**src/rtl/led_seq_pkg.sv**
```systemverilog
// Shared constants for the LED pattern sequencer: FSM states, mode codes, accumulator sizing.
package led_seq_pkg;

    localparam int ACC_W         = 26;
    localparam int LIMIT_DEFAULT = 50000000;

    localparam logic [1:0] MODE_OFF    = 2'b00;
    localparam logic [1:0] MODE_BLINK  = 2'b01;
    localparam logic [1:0] MODE_SHIFT  = 2'b10;
    localparam logic [1:0] MODE_BOUNCE = 2'b11;

    typedef enum logic [2:0] {
        S_OFF,
        S_BLINK,
        S_SHIFT,
        S_BOUNCE_L,
        S_BOUNCE_R
    } state_t;

endpackage

```
**src/rtl/led_seq_tick.sv**
```systemverilog
// Fractional rate generator: adds step every cycle and emits a tick when the sum reaches LIMIT.
module led_seq_tick
    import led_seq_pkg::*;
#(
    parameter int LIMIT = LIMIT_DEFAULT
) (
    input  logic       clk,
    input  logic       rst,
    input  logic       clear,
    input  logic [7:0] step,
    output logic       ovf,
    output logic       tick
);

    localparam logic [ACC_W:0] LIM = (ACC_W + 1)'(LIMIT);

    logic [ACC_W-1:0] acc;
    logic [ACC_W:0]   sum;
    logic [ACC_W-1:0] rem;
    logic             wrap;

    // One extra bit on the sum so acc + step can never lose a carry.
    assign sum  = {1'b0, acc} + (ACC_W + 1)'(step);
    assign wrap = (sum >= LIM);
    assign rem  = ACC_W'(sum - LIM);
    assign ovf  = wrap && !clear;

    always_ff @(posedge clk) begin
        if (rst || clear) begin
            acc  <= '0;
            tick <= 1'b0;
        end else if (wrap) begin
            acc  <= rem;
            tick <= 1'b1;
        end else begin
            acc  <= sum[ACC_W-1:0];
            tick <= 1'b0;
        end
    end

endmodule

```
**src/rtl/led_pattern_sequencer.sv**
```systemverilog
// LED pattern sequencer (off / blink / shift / bounce) paced by led_seq_tick.
// Define LEDSEQ_SW_SYNC_EN to pass SW through a 2-flop synchronizer.
module led_pattern_sequencer
    import led_seq_pkg::*;
#(
    parameter int LIMIT = LIMIT_DEFAULT
) (
    input  logic       CLOCK_50,
    input  logic       RESET,
    input  logic [9:0] SW,
    output logic [7:0] LEDG,
    output logic       TICK
);

    logic [9:0] sw_s;

`ifdef LEDSEQ_SW_SYNC_EN
    logic [9:0] sw_meta;
    logic [9:0] sw_sync;

    always_ff @(posedge CLOCK_50) begin
        if (RESET) begin
            sw_meta <= '0;
            sw_sync <= '0;
        end else begin
            sw_meta <= SW;
            sw_sync <= sw_meta;
        end
    end

    assign sw_s = sw_sync;
`else
    assign sw_s = SW;
`endif

    logic [1:0] mode_sw;
    logic [1:0] mode_q;
    logic [7:0] step;
    logic       mode_chg;
    logic       ovf;
    state_t     state;
    state_t     state_d;
    logic [7:0] ledg_d;

    assign mode_sw  = sw_s[9:8];
    assign step     = sw_s[7:0];
    assign mode_chg = (mode_sw != mode_q);

    // A mode change clears the accumulator, which also discards a coincident tick.
    led_seq_tick #(
        .LIMIT(LIMIT)
    ) u_tick (
        .clk  (CLOCK_50),
        .rst  (RESET),
        .clear(mode_chg),
        .step (step),
        .ovf  (ovf),
        .tick (TICK)
    );

    always_ff @(posedge CLOCK_50) begin
        if (RESET) begin
            state  <= S_OFF;
            mode_q <= MODE_OFF;
            LEDG   <= 8'h00;
        end else begin
            state  <= state_d;
            mode_q <= mode_sw;
            LEDG   <= ledg_d;
        end
    end

    always_comb begin
        state_d = state;
        ledg_d  = LEDG;
        if (mode_chg) begin
            case (mode_sw)
                MODE_OFF:    begin state_d = S_OFF;      ledg_d = 8'h00; end
                MODE_BLINK:  begin state_d = S_BLINK;    ledg_d = 8'hFF; end
                MODE_SHIFT:  begin state_d = S_SHIFT;    ledg_d = 8'h01; end
                default:     begin state_d = S_BOUNCE_L; ledg_d = 8'h01; end
            endcase
        end else if (ovf) begin
            // Pattern moves on the same edge that raises TICK.
            case (state)
                S_OFF:   ledg_d = 8'h00;
                S_BLINK: ledg_d = ~LEDG;
                S_SHIFT: ledg_d = {LEDG[6:0], LEDG[7]};
                S_BOUNCE_L: begin
                    if (LEDG[7]) begin
                        ledg_d  = 8'h40;
                        state_d = S_BOUNCE_R;
                    end else begin
                        ledg_d = {LEDG[6:0], 1'b0};
                    end
                end
                S_BOUNCE_R: begin
                    if (LEDG[0]) begin
                        ledg_d  = 8'h02;
                        state_d = S_BOUNCE_L;
                    end else begin
                        ledg_d = {1'b0, LEDG[7:1]};
                    end
                end
                default: begin
                    state_d = S_OFF;
                    ledg_d  = 8'h00;
                end
            endcase
        end
    end

endmodule
```
**config.mk**
```make
export PLATFORM = sky130hd
export DESIGN_NAME = led_pattern_sequencer
export DESIGN_NICKNAME = d
export VERILOG_FILES = /design/src/rtl/led_seq_pkg.sv /design/src/rtl/led_seq_tick.sv /design/src/rtl/led_pattern_sequencer.sv
export SDC_FILE = /design/constraint.sdc
export NUM_CORES = 1
export LEC_CHECK = 0
export CAP_MARGIN = 20
export CORE_MARGIN = 1
export CORE_UTILIZATION = 44
export DETAILED_ROUTE_END_ITERATION = 16
export PLACE_DENSITY = 0.72
export SLEW_MARGIN = 5
export SYNTH_ARGS = -nofsm -noshare
export SYNTH_HDL_FRONTEND = slang
export SYNTH_SLANG_ARGS = --single-unit
```
**constraint.sdc**
```tcl
create_clock -name CLOCK_50 -period 9.4 [get_ports CLOCK_50]
set_clock_uncertainty 0.2 [all_clocks]
set_input_delay 0.94 -clock CLOCK_50 [delete_from_list [all_inputs] [get_ports CLOCK_50]]
set_output_delay 0.94 -clock CLOCK_50 [all_outputs]
set_load 0.05 [all_outputs]
```
==> summary.md <==
| Metric | Value |
|---|---|
| Worst-path clk slew | 80 ps |
| DP Area | 3130 µm² |
| Top cells by area, synth | dfxtp_1, xnor2_1, ha_1, nand3_1, xor2_1 |
| Postcts setup bufs | 0 |
| Routed WL | between 7 and 8 mm |
| CP Class | in -> reg |
| IR drop worst, VDD | 0.0963 mV |
| Longest Clk Path Bufs | 2 |
| Worst R2R End | LEDG[4]$_SDFFE_PP0P_ |
| Port-buffer cells | 20 |
| Leakage | around 1.2 nW |
| Gr usage total | 21.9% |
| R2R Setup Slk | between 4000 and 5000 ps |
| Via count | 2846 |
| Largest net degree at the start of global routing | 28 |
| Synth top area share | 27.6% |
| # fillers | 604 |
| Crit start category | input pin |
| Register bit total from synthesis | 40 |
| Slowest stage delay, CP | 900 ps |
| Netlist cell types | 63 |
| Slew HR | 32.0% |
| Final setup margin | around 4000 ps |
| WP data required | approximately 9400 ps |
| Post-Synth Simple-Gate Area | between 20% and 30% |
| CP delay by family, top | compound AO/OA/AOI/OAI gates |
| Final period util | 56.2% |
| Area added between synthesis and finish | 12.3% |
| CP max stage cell | o31ai_4 |
| Post-layout util | between 50% and 60% |
| DIE HEIGHT | between 80 and 90 µm |
| Final Hold Slack | ~330 ps |
| Top FF cell, synth | dfxtp_1 |
| Cell taking the most area after synthesis | dfxtp_1 |
| H-tree levels | 2 |
| Crit path time final | 5290 ps |
| Post-Syn Nets | around 370 |
| Synthesized area per cell | around 8.3 µm² |
| Status | finished clean |
| Routed Antenna Nets | 0 |
| Slew Viols, Final | 0 |
| Final Hold Viols | 0 |
| Post-synthesis share of cell area spent on xor and xnor gates | under 10% |
| Worst r2r src | u_tick.acc[0]$_SDFF_PP0_ |
| Num CTS Buffers | 5 |
| Routed vias/inst | ~6.5 |
| Starting density of the core | a little under half |
| Hold Crit Class | reg -> reg |
| WP data arrival | 5290 ps |
| HPWL after DPL | roughly 5.4 mm |
| Hold buffer count at cts | 0 |
| Synth Cell Area | slightly below 3000 µm² |
| Sequential area share after synthesis | 27.6% |
| Detailed Routing Iterations Pass 1 | 4 |
| Synth Area in Adders | ~4.6% |
| Fmax | around 190 MHz |
| Fraction of layout cells with a size suffix above 1 | approximately 8.0% |
| Die X | 83.3 µm |
| Grt ovf | 0 |
| Post-synth EDFFs | 0 |
| Total Die Area | approximately 6900 µm² |
| Cell area after layout | approximately 3300 µm² |
| Top Ports | 21 |
| CTS root buffer | clkbuf_8 |
| Cell Rows | 29 |
| Avg WL per Cell | approximately 17 µm |
| Async set or reset register ratio after synthesis | 0% |
| Crit-path cells | clkdlybuf4s50_1 -> ha_1 -> fa_1 -> and3_1 -> or3_1 -> a2111oi_0 -> nand4b_1 -> nor4_2 -> a41oi_2 -> o31ai_4 -> nor2_1 -> a221oi_1 |
| CP Capture Type | register |
| First-pass GRT wire length | 12.3 mm |
| Pre-CTS WS | slightly below 4000 ps |
| Buf/Inv on CP | 1 |
| Ant. Diodes | 0 |
| Worst Hold Path EP | LEDG[3]$_SDFFE_PP0P_ |
| Initial antenna violation count | 0 |
| R2R cell count | 11 |
| Routability cong. | 0.917 |
| Hold Path Depth | 2 |
| Clk sinks | 40 |
| Vias in the first global route | 2638 |
| Nets | just under 400 |
| Pwr/cell area | 136 nW/µm² |
| Slew @ Worst Pin | roughly 1000 ps |
| Mux cell area share after synthesis | 0% |
| Clk Latency, worst-skew pair | 300 ps |
| Starting DRC count in detailed routing | around 220 |
| Synthesis Warnings | 0 |
| Area fraction in compound gates after synthesis | roughly 29% |
| Min-delay src | LEDG[3]$_SDFFE_PP0P_ |
| Gate Count Post-Synth | around 350 |
| Combinational family with the most area after synthesis | compound AO/OA/AOI/OAI gates |
| RSZ-0062 raised after global routing | no |
| Number of remaining DRC errors | 0 |
| CTS resizes | 0 |
| Max Cap Viol | 0 |
| Core box area | around 6300 µm² |
| Setup_tns | 0 ps |
| # setup viols final | 0 |
| CP max FO | 27 |
| CTS tree | yes |
worst min-delay path, delay by kind of cell, from the launching register on:
kind	cells	cell delay (ps)
AOI/OAI and AO/OA	1	70
buffers and inverters	1	60
DFF	1	350
cells in the mapped netlist, types with 5 or more instances:
library cell,n
a21o_1,10
a21oi_1,19
a221o_1,5
a221oi_1,7
a31oi_1,5
and2_1,8
and3_1,10
and4_1,5
clkbuf_1,10
dfxtp_1,40
ha_1,9
inv_1,9
nand2_1,24
nand3_1,22
nand4_1,7
nor2_1,20
nor2b_1,5
nor3_1,14
nor3b_1,8
o2111ai_1,5
o21ai_0,17
xnor2_1,14
xor2_1,11
state kept, by name (all words and copies together), names as in the netlist:
| name | cells |
|---|---|
| mode_q | 2 |
| u_tick.tick | 1 |
| u_tick.acc | 26 |
| state | 3 |
| LEDG | 8 |
layout by cell type (no fill, tap or decap), types with 11 or more instances in the layout:
master           instances
dfxtp_1                 40
a21oi_1                 19
xor2_1                  11
nor3_1                  14
nand3_1                 22
xnor2_1                 14
nand2_1                 24
clkdlybuf4s50_1         20
nor2_1                  20
o21ai_0                 17
metrics by stage:
stage / power, mW / cells
3_5_place_dp: 0.277 / 433
5_1_grt: 0.463 / 440
3_3_place_gp: 0.275 / 433
6_report: 0.443 / 440
2_1_floorplan: 0.250 / 351
4_1_cts: 0.445 / 440
worst max-delay path by stage:
stage / start / to / slack, ps / cells past startpoint
after global placement: SW[0] / LEDG[1]$_SDFFE_PP0P_ / 4050 / 12
after floorplan: SW[0] / state[0]$_SDFFE_PP0P_ / 5150 / 11
final: SW[0] / LEDG[4]$_SDFFE_PP0P_ / 4110 / 12
after CTS: SW[0] / LEDG[2]$_SDFFE_PP0P_ / 4130 / 12
after detailed placement: SW[0] / LEDG[4]$_SDFFE_PP0P_ / 3860 / 12
after global routing: SW[0] / LEDG[1]$_SDFFE_PP0P_ / 3800 / 12
logic make-up (layout without fill, tap and decap cells):
logic type               Yosys count  after routing
XOR/XNOR                          26             26
flip-flops                        40             40
AND/OR/NAND/NOR                  144            144
AO/OA/AOI/OAI                    107            107
buffers and inverters             24             36
adder cells (fa/ha/maj)           10             10
area by class of cell:
| cell class | count | area (µm²) | area share [%] |
|---|---|---|---|
| Sequential cell | 40 | 801 | 24.5 |
| Inverter | 9 | 33.8 | 1.04 |
| Clock buffer | 5 | 68.8 | 2.11 |
| Multi-Input combinational cell | 287 | 2000 | 61.4 |
| Clock inverter | 2 | 60.1 | 1.84 |
| Tap cell | 77 | 96.3 | 2.95 |
| Timing Repair Buffer | 20 | 200 | 6.14 |
where the power goes:
| group | internal [mW] | total (mW) | leakage [nW] | switching [mW] |
|---|---|---|---|---|
| clock network | 0.105 | 0.170 | 0.0642 | 0.0653 |
| logic | 0.0333 | 0.0893 | 0.798 | 0.0561 |
| registers | 0.176 | 0.184 | 0.326 | 0.00794 |
layer usage:
| layer | up-vias | track usage [%] | routed length, µm | share of wire, % |
|---|---|---|---|---|
| met5 | - | 0 | 0 | 0 |
| met4 | 0 | 12.9 | 278 | 3.8 |
| met3 | 30 | 3.98 | 387 | 5.3 |
| met2 | 93 | 33.8 | 3320 | 45 |
| met1 | 1353 | 28.5 | 3320 | 45 |
| li1 | 1370 | - | - | - |
Note: power is estimated with default switching activity, not from simulation.
